[config.mk]
export PLATFORM = sky130hd
export DESIGN_NAME = zuc256_mac_feeder
export DESIGN_NICKNAME = d
export VERILOG_FILES = /design/src/rtl/zuc256_mac_defs_pkg.sv /design/src/rtl/zuc256_mac_word_pack.sv /design/src/rtl/zuc256_mac_feeder.sv
export SDC_FILE = /design/constraint.sdc
export NUM_CORES = 1
export LEC_CHECK = 0
export CORE_ASPECT_RATIO = 1.2
export CORE_MARGIN = 8
export CORE_UTILIZATION = 48
export DETAILED_ROUTE_END_ITERATION = 10
export GPL_TIMING_DRIVEN = 0
export HOLD_SLACK_MARGIN = 0.06
export PLACE_DENSITY_LB_ADDON = 0.08
export SETUP_SLACK_MARGIN = 0.1
export SLEW_MARGIN = 20
export SYNTH_ARGS = -nofsm -noshare
export SYNTH_HDL_FRONTEND = slang
export SYNTH_HIERARCHICAL = 1
export SYNTH_SLANG_ARGS = --single-unit
[constraint.sdc]
create_clock -name clk -period 4.25 [get_ports clk]
set_input_delay 0.85 -clock clk [delete_from_list [all_inputs] [get_ports clk]]
set_output_delay 0.85 -clock clk [all_outputs]
set_load 0.03 [all_outputs]
[src/rtl/zuc256_mac_defs_pkg.sv]
// Shared widths, tag-length constants and FSM state encoding for the ZUC-256 MAC feeder.
package zuc256_mac_defs;

   localparam int unsigned BLOCK_W       = 128;
   localparam int unsigned WORD_W        = 32;
   localparam int unsigned LEN_W         = 8;
   localparam int unsigned BITS_W        = 6;
   localparam int unsigned CNT_W         = 3;
   localparam int unsigned WORDS_PER_BLK = 4;

   localparam logic [LEN_W-1:0] TAG_LEN_32  = 8'd32;
   localparam logic [LEN_W-1:0] TAG_LEN_64  = 8'd64;
   localparam logic [LEN_W-1:0] TAG_LEN_128 = 8'd128;

   typedef enum logic [2:0] {
      S_IDLE    = 3'd0,
      S_INIT    = 3'd1,
      S_W_INIT  = 3'd2,
      S_FILL    = 3'd3,
      S_NEXT    = 3'd4,
      S_W_NEXT  = 3'd5,
      S_FINAL   = 3'd6,
      S_W_FINAL = 3'd7
   } state_t;

endpackage

[src/rtl/zuc256_mac_word_pack.sv]
// Packs 32-bit message words MSB-first into a 128-bit block, masking the
// unused tail of the final word and counting valid bits in the block.
module zuc256_mac_word_pack
   import zuc256_mac_defs::*;
(
   input  logic               clk,
   input  logic               reset,
   input  logic               i_clear,
   input  logic               i_wr,
   input  logic [WORD_W-1:0]  i_data,
   input  logic               i_last,
   input  logic [BITS_W-1:0]  i_bits,
   output logic [BLOCK_W-1:0] o_block,
   output logic [CNT_W-1:0]   o_word_cnt,
   output logic [LEN_W-1:0]   o_blk_bits,
   output logic               o_full,
   output logic               o_partial_c
);

   logic [BLOCK_W-1:0] r_block;
   logic [CNT_W-1:0]   r_word_cnt;
   logic [LEN_W-1:0]   r_blk_bits;

   logic [BITS_W-1:0]  w_bits;
   logic [WORD_W-1:0]  w_mask;
   logic [WORD_W-1:0]  w_word;
   logic [LEN_W-1:0]   w_blk_bits_nxt;

   // Out-of-range bit counts on the last word are treated as a full word.
   always_comb begin
      w_bits = (i_bits > BITS_W'(WORD_W)) ? BITS_W'(WORD_W) : i_bits;
      w_mask = '1;
      if (i_last) begin
         w_mask = ~({WORD_W{1'b1}} >> w_bits);
      end
      w_word         = i_data & w_mask;
      w_blk_bits_nxt = r_blk_bits + (i_last ? LEN_W'(w_bits) : LEN_W'(WORD_W));
   end

   always_ff @(posedge clk) begin
      if (reset || i_clear) begin
         r_block    <= '0;
         r_word_cnt <= '0;
         r_blk_bits <= '0;
      end else if (i_wr && !r_word_cnt[CNT_W-1]) begin
         case (r_word_cnt[1:0])
            2'd0:    r_block[127:96] <= w_word;
            2'd1:    r_block[95:64]  <= w_word;
            2'd2:    r_block[63:32]  <= w_word;
            default: r_block[31:0]   <= w_word;
         endcase
         r_word_cnt <= r_word_cnt + CNT_W'(1);
         r_blk_bits <= w_blk_bits_nxt;
      end
   end

   assign o_block     = r_block;
   assign o_word_cnt  = r_word_cnt;
   assign o_blk_bits  = r_blk_bits;
   assign o_full      = r_word_cnt[CNT_W-1];
   // Block will hold at least one valid bit once the current word lands.
   assign o_partial_c = (w_blk_bits_nxt != '0);

endmodule

[src/rtl/zuc256_mac_feeder.sv]
// Feeds a message stream into the ZUC-256 MAC: packs 128-bit blocks and
// sequences init / next / final commands against the MAC ready pulse.
module zuc256_mac_feeder
   import zuc256_mac_defs::*;
(
   input  logic               clk,
   input  logic               reset,
   input  logic               start,
   input  logic [LEN_W-1:0]   tag_len_i,
   input  logic               msg_valid,
   output logic               msg_ready,
   input  logic [WORD_W-1:0]  msg_data,
   input  logic               msg_last,
   input  logic [BITS_W-1:0]  msg_bits,
   output logic               mac_init,
   output logic               mac_next,
   output logic               mac_final,
   output logic [BLOCK_W-1:0] mac_block,
   output logic [LEN_W-1:0]   mac_i_len,
   output logic [LEN_W-1:0]   mac_tag_len,
   input  logic               mac_ready,
   output logic               busy,
   output logic               done
);

   state_t           r_state;
   logic             r_msg_ready;
   logic             r_mac_init;
   logic             r_mac_next;
   logic             r_mac_final;
   logic [LEN_W-1:0] r_mac_i_len;
   logic [LEN_W-1:0] r_tag_len;
   logic [LEN_W-1:0] r_last_len;
   logic             r_seen_last;
   logic             r_busy;
   logic             r_done;

   logic               w_accept;
   logic               w_clear;
   logic [BLOCK_W-1:0] w_block;
   logic [CNT_W-1:0]   w_word_cnt;
   logic [LEN_W-1:0]   w_blk_bits;
   logic               w_full;
   logic               w_partial;

   assign w_accept = (r_state == S_FILL) && msg_valid && r_msg_ready && !w_full;
   assign w_clear  = ((r_state == S_IDLE) && start) ||
                     ((r_state == S_W_NEXT) && mac_ready && !r_seen_last);

   zuc256_mac_word_pack u_pack (
      .clk         (clk),
      .reset       (reset),
      .i_clear     (w_clear),
      .i_wr        (w_accept),
      .i_data      (msg_data),
      .i_last      (msg_last),
      .i_bits      (msg_bits),
      .o_block     (w_block),
      .o_word_cnt  (w_word_cnt),
      .o_blk_bits  (w_blk_bits),
      .o_full      (w_full),
      .o_partial_c (w_partial)
   );

   // Command FSM; pulses are raised on entry so they coincide with the command state.
   always_ff @(posedge clk) begin
      if (reset) begin
         r_state     <= S_IDLE;
         r_msg_ready <= 1'b0;
         r_mac_init  <= 1'b0;
         r_mac_next  <= 1'b0;
         r_mac_final <= 1'b0;
         r_mac_i_len <= '0;
         r_tag_len   <= '0;
         r_last_len  <= '0;
         r_seen_last <= 1'b0;
         r_busy      <= 1'b0;
         r_done      <= 1'b0;
      end else begin
         r_mac_init  <= 1'b0;
         r_mac_next  <= 1'b0;
         r_mac_final <= 1'b0;
         r_done      <= 1'b0;
         case (r_state)
            S_IDLE: begin
               if (start) begin
                  r_tag_len   <= tag_len_i;
                  r_last_len  <= '0;
                  r_seen_last <= 1'b0;
                  r_mac_i_len <= '0;
                  r_mac_init  <= 1'b1;
                  r_busy      <= 1'b1;
                  r_state     <= S_INIT;
               end
            end
            S_INIT: r_state <= S_W_INIT;
            S_W_INIT: begin
               if (mac_ready) begin
                  r_msg_ready <= 1'b1;
                  r_state     <= S_FILL;
               end
            end
            S_FILL: begin
               if (w_accept) begin
                  r_seen_last <= msg_last;
                  // An empty trailing block skips next; final reports the previous block.
                  if (msg_last && !w_partial) begin
                     r_msg_ready <= 1'b0;
                     r_mac_i_len <= r_last_len;
                     r_mac_final <= 1'b1;
                     r_state     <= S_FINAL;
                  end else if (msg_last || (w_word_cnt == CNT_W'(WORDS_PER_BLK - 1))) begin
                     r_msg_ready <= 1'b0;
                     r_mac_next  <= 1'b1;
                     r_state     <= S_NEXT;
                  end
               end
            end
            S_NEXT: begin
               r_last_len <= w_blk_bits;
               r_state    <= S_W_NEXT;
            end
            S_W_NEXT: begin
               if (mac_ready) begin
                  if (r_seen_last) begin
                     r_mac_i_len <= r_last_len;
                     r_mac_final <= 1'b1;
                     r_state     <= S_FINAL;
                  end else begin
                     r_msg_ready <= 1'b1;
                     r_state     <= S_FILL;
                  end
               end
            end
            S_FINAL: r_state <= S_W_FINAL;
            S_W_FINAL: begin
               if (mac_ready) begin
                  r_done  <= 1'b1;
                  r_busy  <= 1'b0;
                  r_state <= S_IDLE;
               end
            end
            default: r_state <= S_IDLE;
         endcase
      end
   end

   assign msg_ready   = r_msg_ready;
   assign mac_init    = r_mac_init;
   assign mac_next    = r_mac_next;
   assign mac_final   = r_mac_final;
   assign mac_block   = w_block;
   assign mac_i_len   = r_mac_i_len;
   assign mac_tag_len = r_tag_len;
   assign busy        = r_busy;
   assign done        = r_done;

endmodule

==> impl_metrics.csv, run 1 <==
group,metric,value,unit
run_status,status,"completed",
setup_path,critical-path-slowest-cell,"or4_1",
timing,fin_skew,0.00993,ns
synth,ys_top_cells_by_count,"nand2_1, dfxtp_1, a21oi_1",
synth,ys_warn_count,6,
routing,dr.pass1.iters,6,
cts,clock_sinks,173,
pwr,p_leak,3.45,nW
synth,netlist.area_leader.share,48.1,%
global_route,grt_max_degree,17,
synth,synthMuxAreaShare,1.25,%
place,dpl.hpwl,18100,um
setup_path,worstPathRequired,4.58,ns
floorplan,initial_core_util,48.5,%
global_route,grt_pass1_vias,6950,
cts,clk_pin_slew,0.06,ns
place,io_buffers,199,
setup_path,cp-start-kind,"primary input",
finish,layout-drive-gt1-share,6.43,%
synth,synth-compound-area-share,18.8,%
synth,synth_top_family_by_area,"simple AND/OR/NAND/NOR gates",
setup_path,worst-path-max-fanout,10,
cts,hold_buffers,0,
cts,cts_tree,"yes",
floorplan,die_area,0.0192,mm2
setup_path,cp.arrival,4.32,ns
routing,vias,7046,
min_path,hold_path_depth,2,
cts,postCtsSetupRepairBufs,0,
synth,synth.area.top_cells,"dfxtp_1, nand2_1, a21oi_1",
timing,setup-violations-final,0,
cts,cts_max_level,4,
cts,clock_latency,0.43,ns
job,cap_violations,0,
floorplan,fp.dieW,128,um
synth,seq_area_frac_synth,48.1,%
timing,hold_viol,0,
setup_path,crit_path_end_kind,"flip-flop",
place,place_congestion,0.969,
global_route,grt_usage,24.5,%
routing,drc_errors,0,
finish,final_cell_count_no_fill,1340,
setup_path,r2r_slack,1.21,ns
synth,synthCells,904,
setup_path,regToRegStartpoint,"u_pack/o_blk_bits[0]",
global_route,grt_pass1_wl,36600,um
setup_path,crit_chain,"dlygate4sd2_1, nor2b_1, clkbuf_2, and2_1, ha_1, inv_1, fa_1, xnor2_1, a2111oi_2, o21ai_1, or4_1, nor2b_4, nor2b_1, o21ai_0, a221oi_1",
setup_path,crit_start,"msg_bits[5]",
synth,ys_seq_elements,173,
cts,cts_root_buf,"clkbuf_16",
pwr,vdd_drop_max,0.000244,V
timing,rsz0062_at_grt,"no",
synth,async_flop_share,0,%
floorplan,io-pin-count,202,
pwr,cellPowerDensity,348,mW/mm2
synth,synthFlopType,"dfxtp_1",
synth,avgSynthCellArea,7.96,um2
synth,synth-adder-area-share,2.19,%
floorplan,die_height,150,um
routing,viasPerCell,5.26,
finish,fillers,1312,
finish,synthToLayoutAreaGrowth,39.6,%
setup_path,reg2reg_to,"r_state[1]",
timing,slew_headroom,41.4,%
finish,finalCoreUtilization,67.7,%
routing,wl,23600,um
timing,tightest_slew,0.872,ns
timing,max_freq,251,MHz
timing,fin_crit_sh,93.8,%
cts,clockBufferDepth,2,
setup_path,worst-setup-path-type,"in -> reg",
min_path,hp-class,"reg -> reg",
synth,synth_edf_count,0,
cts,numCtsBuffers,17,
floorplan,num_rows,49,
finish,fin_nets,1186,
setup_path,cpPeakStageDelay,0.54,ns
floorplan,fp.coreArea,0.0148,mm2
global_route,antenna_found_initial,1,
synth,synthXorXnorAreaFrac,0.730,%
timing,post-route-min-period,3.99,ns
setup_path,cp_common_cell,"nor2b_1",
setup_path,cp_num_buf_inv,3,
synth,netlist_area,0.00719,mm2
routing,ant_nets,0,
synth,syn_nets,968,
synth,synth-simple-area-share,24.6,%
synth,synth_top_area_cell,"dfxtp_1",
setup_path,worst_path_dominant_cell_family,"simple AND/OR/NAND/NOR gates",
synth,synthDistinctLibCells,56,
setup_path,rr_worst_depth,11,
global_route,grt.overflow.total,0,
timing,slew_violations,0,
synth,synth.most_common_cell,"nand2_1",
routing,avgRoutedWirePerCell,17.6,um
min_path,min_to,"mac_tag_len[2]",
routing,drt_iter0_markers,535,
min_path,hold_start,"mac_tag_len[2]",
place,post-place-cells,1307,
## sequential cells by signal, summed over array words and instances, names as in the netlist, 3 cells and up
register and flops:
u_pack/o_word_cnt 3, mac_tag_len 8, u_pack/o_blk_bits 8, r_state 3, u_pack/o_block 128, r_last_len 8, mac_i_len 8
## worst max path at each step
stage,endpoint,slack (ns),depth (start not counted)
after floorplan,r_state[1],0.41,14
after global placement,r_state[1],-0.89,15
after detailed placement,r_state[1],-0.85,15
after CTS,r_state[1],0.13,14
after global routing,r_state[1],0.12,15
final,r_state[1],0.26,15
## per-stage QoR
step	cell area [um2]	setup WS (ns)	TNS (ns)	hold slack, ns	power [mW]
after floorplan	7190	0.410	0	0.434	1.88
after global placement	9440	-0.888	-8.17	0.440	2.01
after detailed placement	9440	-0.853	-8.05	0.446	2.02
after CTS	10000	0.129	0	0.455	3.52
after global routing	10000	0.122	0	0.469	3.61
final	10000	0.262	0	0.452	3.50
## tightest hold or removal path: cells and delay by family, from the launching register on
kind | cells | cell delay [ns]
compound gates | 1 | 0.05
simple gates | 1 | 0.05
flops | 1 | 0.31
## timing repair
action	in CTS	in global routing
cloned	0	0
endpoints found under the hold margin	0	0
setup endpoints to repair	11	10
gates resized for setup	6	8
## area by class of cell
class                   instances  area [um2]  area share (%)
flip-flops and latches        173        3460            34.5
multi-input cells             660        3440            34.3
repair buffers                199        1990            19.8
clock buffers                  21         470            4.69
plain buffers                  58         264            2.63
well taps                     204         255            2.54
clock inverters                11         110            1.10
inverters                      13        48.8           0.486
diodes                          1        2.50          0.0249
## cell usage in the layout, fill, tap and decap left out, drive strengths merged, types with 7 or more instances in the layout
cell	n
nand2	280
clkdlybuf4s50	197
dfxtp	173
a21oi	148
clkbuf	60
nor2	40
o21ai	31
and2	20
buf	20
nand3	18
inv	15
nand2b	13
a21boi	12
ha	11
mux2i	9
a22oi	8
a211oi	7
## layer usage
layer | routed length, um | global-route usage (%) | up-vias | part of all wire [%]
met3 | 2310 | 8.72 | 44 | 9.8
met5 | 0 | 0 | - | 0
met4 | 650 | 10.4 | 0 | 2.8
li1 | - | - | 3455 | -
met1 | 9230 | 26.9 | 3259 | 39
met2 | 11400 | 42.1 | 288 | 48
## kinds of logic after synthesis
| kind of cell | Yosys count |
|---|---|
| buffers and inverters | 71 |
| AO/OA/AOI/OAI | 233 |
| AND/OR/NAND/NOR | 400 |
| XOR/XNOR | 6 |
| multiplexers | 9 |
| adder cells (fa/ha/maj) | 12 |
| flip-flops | 173 |
## report_power, final
part / switching, mW / leakage, nW / internal [mW]
clock: 0.656 / 0.282 / 0.860
sequential: 0.00933 / 1.39 / 1.63
combinational: 0.211 / 1.77 / 0.128
total: 0.876 / 3.45 / 2.62
Note: power is estimated with default switching activity, not from simulation.
==> inputs of run 2 (changes only) <==
Clock period 4.25 ns to 4.4 ns, I/O delays scaled along.
==> impl_metrics.csv, run 2 (synthesized netlist as in run 1, its figures left out) <==
group,metric,value,unit
run_status,status,"completed",
cts,cts_tree,"yes",
timing,slew_headroom,39.7,%
finish,layout-drive-gt1-share,6.17,%
setup_path,crit_path_end_kind,"flip-flop",
finish,fin_nets,1186,
finish,finalCoreUtilization,67.7,%
setup_path,worst-path-max-fanout,10,
routing,avgRoutedWirePerCell,17.6,um
routing,viasPerCell,5.26,
place,post-place-cells,1307,
setup_path,cp-start-kind,"primary input",
pwr,cellPowerDensity,337,mW/mm2
cts,numCtsBuffers,17,
global_route,grt.overflow.total,0,
cts,clockBufferDepth,2,
floorplan,initial_core_util,48.5,%
floorplan,io-pin-count,202,
routing,vias,7054,
timing,max_freq,243,MHz
routing,wl,23600,um
setup_path,worst-setup-path-type,"in -> reg",
floorplan,die_area,0.0192,mm2
floorplan,die_height,150,um
cts,cts_max_level,4,
timing,setup-tns-final,0,ns
min_path,hp-class,"reg -> reg",
timing,tightest_slew,0.896,ns
timing,fin_crit_sh,93.4,%
routing,dr.pass1.iters,8,
global_route,antenna_found_initial,1,
global_route,grt_max_degree,17,
setup_path,r2r_slack,1.37,ns
min_path,hold_path_depth,2,
cts,cts_root_buf,"clkbuf_16",
global_route,grt_pass1_vias,6950,
finish,mostFrequentLayoutCell,"nand2_1",
global_route,grt_usage,24.5,%
pwr,p_total,3.38,mW
place,dpl.hpwl,18100,um
setup_path,cpPeakStageDelay,0.59,ns
timing,fin_skew,0.00999,ns
global_route,grt_pass1_wl,36600,um
routing,drc_errors,0,
setup_path,rr_worst_depth,11,
setup_path,cp.arrival,4.44,ns
setup_path,crit_chain,"clkdlybuf4s15_1, nor2b_1, buf_2, inv_1, nor2_1, ha_1, and3_4, a211oi_1, mux2i_1, o31ai_1, or4_1, nor2b_4, nor2b_1, o21ai_0, a221oi_1",
routing,ant_nets,0,
finish,synthToLayoutAreaGrowth,39.6,%
timing,setup-violations-final,0,
finish,largest_register_ffs,128,
finish,final_cell_mix,"nand2_1, clkdlybuf4s50_1, dfxtp_1",
setup_path,regToRegStartpoint,"u_pack/o_blk_bits[0]",
setup_path,reg2reg_to,"r_state[1]",
timing,slew_violations,0,
pwr,p_leak,3.45,nW
min_path,hold_start,"mac_tag_len[2]",
finish,fillers,1308,
timing,rsz0062_at_grt,"no",
setup_path,critical-path-slowest-cell,"or4_1",
job,cap_violations,0,
place,place_congestion,0.969,
cts,hold_buffers,0,
setup_path,worstPathRequired,4.73,ns
floorplan,fp.coreArea,0.0148,mm2
cts,clock_sinks,173,
floorplan,num_rows,49,
timing,hold_viol,0,
floorplan,fp.dieW,128,um
place,io_buffers,199,
timing,whs,0.452,ns
timing,post-route-min-period,4.11,ns
setup_path,cp_common_cell,"nor2b_1",
setup_path,worst_path_dominant_cell_family,"simple AND/OR/NAND/NOR gates",
cts,clock_latency,0.43,ns
cts,clk_pin_slew,0.06,ns
min_path,min_to,"mac_tag_len[2]",
finish,final_cell_count_no_fill,1340,
pwr,vdd_drop_max,0.000234,V
routing,drt_iter0_markers,548,
setup_path,cp_num_buf_inv,3,
## run 2: changes by cell type in the layout (fill, tap and decap cells not counted), sizes merged
cell / previous run / this run
dlymetal6s2s: 0 / 1
dlygate4sd2: 1 / 0
clkdlybuf4s15: 0 / 1
clkbuf: 60 / 59
## run 2: layer usage
metal,GRT usage (%),wire [um],up-vias
li1,-,-,3451
met1,26.9,9270,3285
met2,42.1,11400,274
met3,8.72,2240,44
met4,10.4,665,0
met5,0,0,-
## run 2: tightest hold or removal path, stage by stage, from the launching register on
cell and delay, ns:
dfxtp_1 0.31, nand2_1 0.05, a21oi_1 0.05
## run 2: through the flow
stage | worst slack, ns | instance area [um2]
after floorplan | 0.530 | 7190
after global placement | -0.768 | 9440
after detailed placement | -0.733 | 9440
after CTS | 0.119 | 10000
after global routing | 0.103 | 10000
final | 0.290 | 10000
## run 2: cell type report
cell class	instances	area, um2	area share (%)
Tap cell	204	255	2.54
Timing Repair Buffer	199	1990	19.9
Sequential cell	173	3460	34.5
Buffer	58	263	2.62
Multi-Input combinational cell	660	3440	34.2
Antenna cell	1	2.50	0.0249
Clock inverter	11	110	1.10
Clock buffer	21	470	4.68
Inverter	13	48.8	0.486
## run 2: how the worst max path moves through the flow
stage                     start          to  cells after the start
finish                 msg_last  r_state[1]                     15
global route           msg_last  r_state[1]                     15
CTS                 msg_bits[5]  r_state[1]                     15
detailed placement     msg_last  r_state[1]                     15
global placement       msg_last  r_state[1]                     15
floorplan              msg_last  r_state[1]                     14
## run 2: power by group
group	internal, mW	switching (mW)
combinational	0.124	0.204
sequential	1.58	0.00908
clock	0.831	0.633
total	2.53	0.846
## run 2: timing repair
item | in CTS | in global routing
buffers inserted | 0 | 0
endpoints found under the setup margin | 11 | 10
endpoints found under the hold margin | 0 | 0
gates resized for setup | 5 | 5
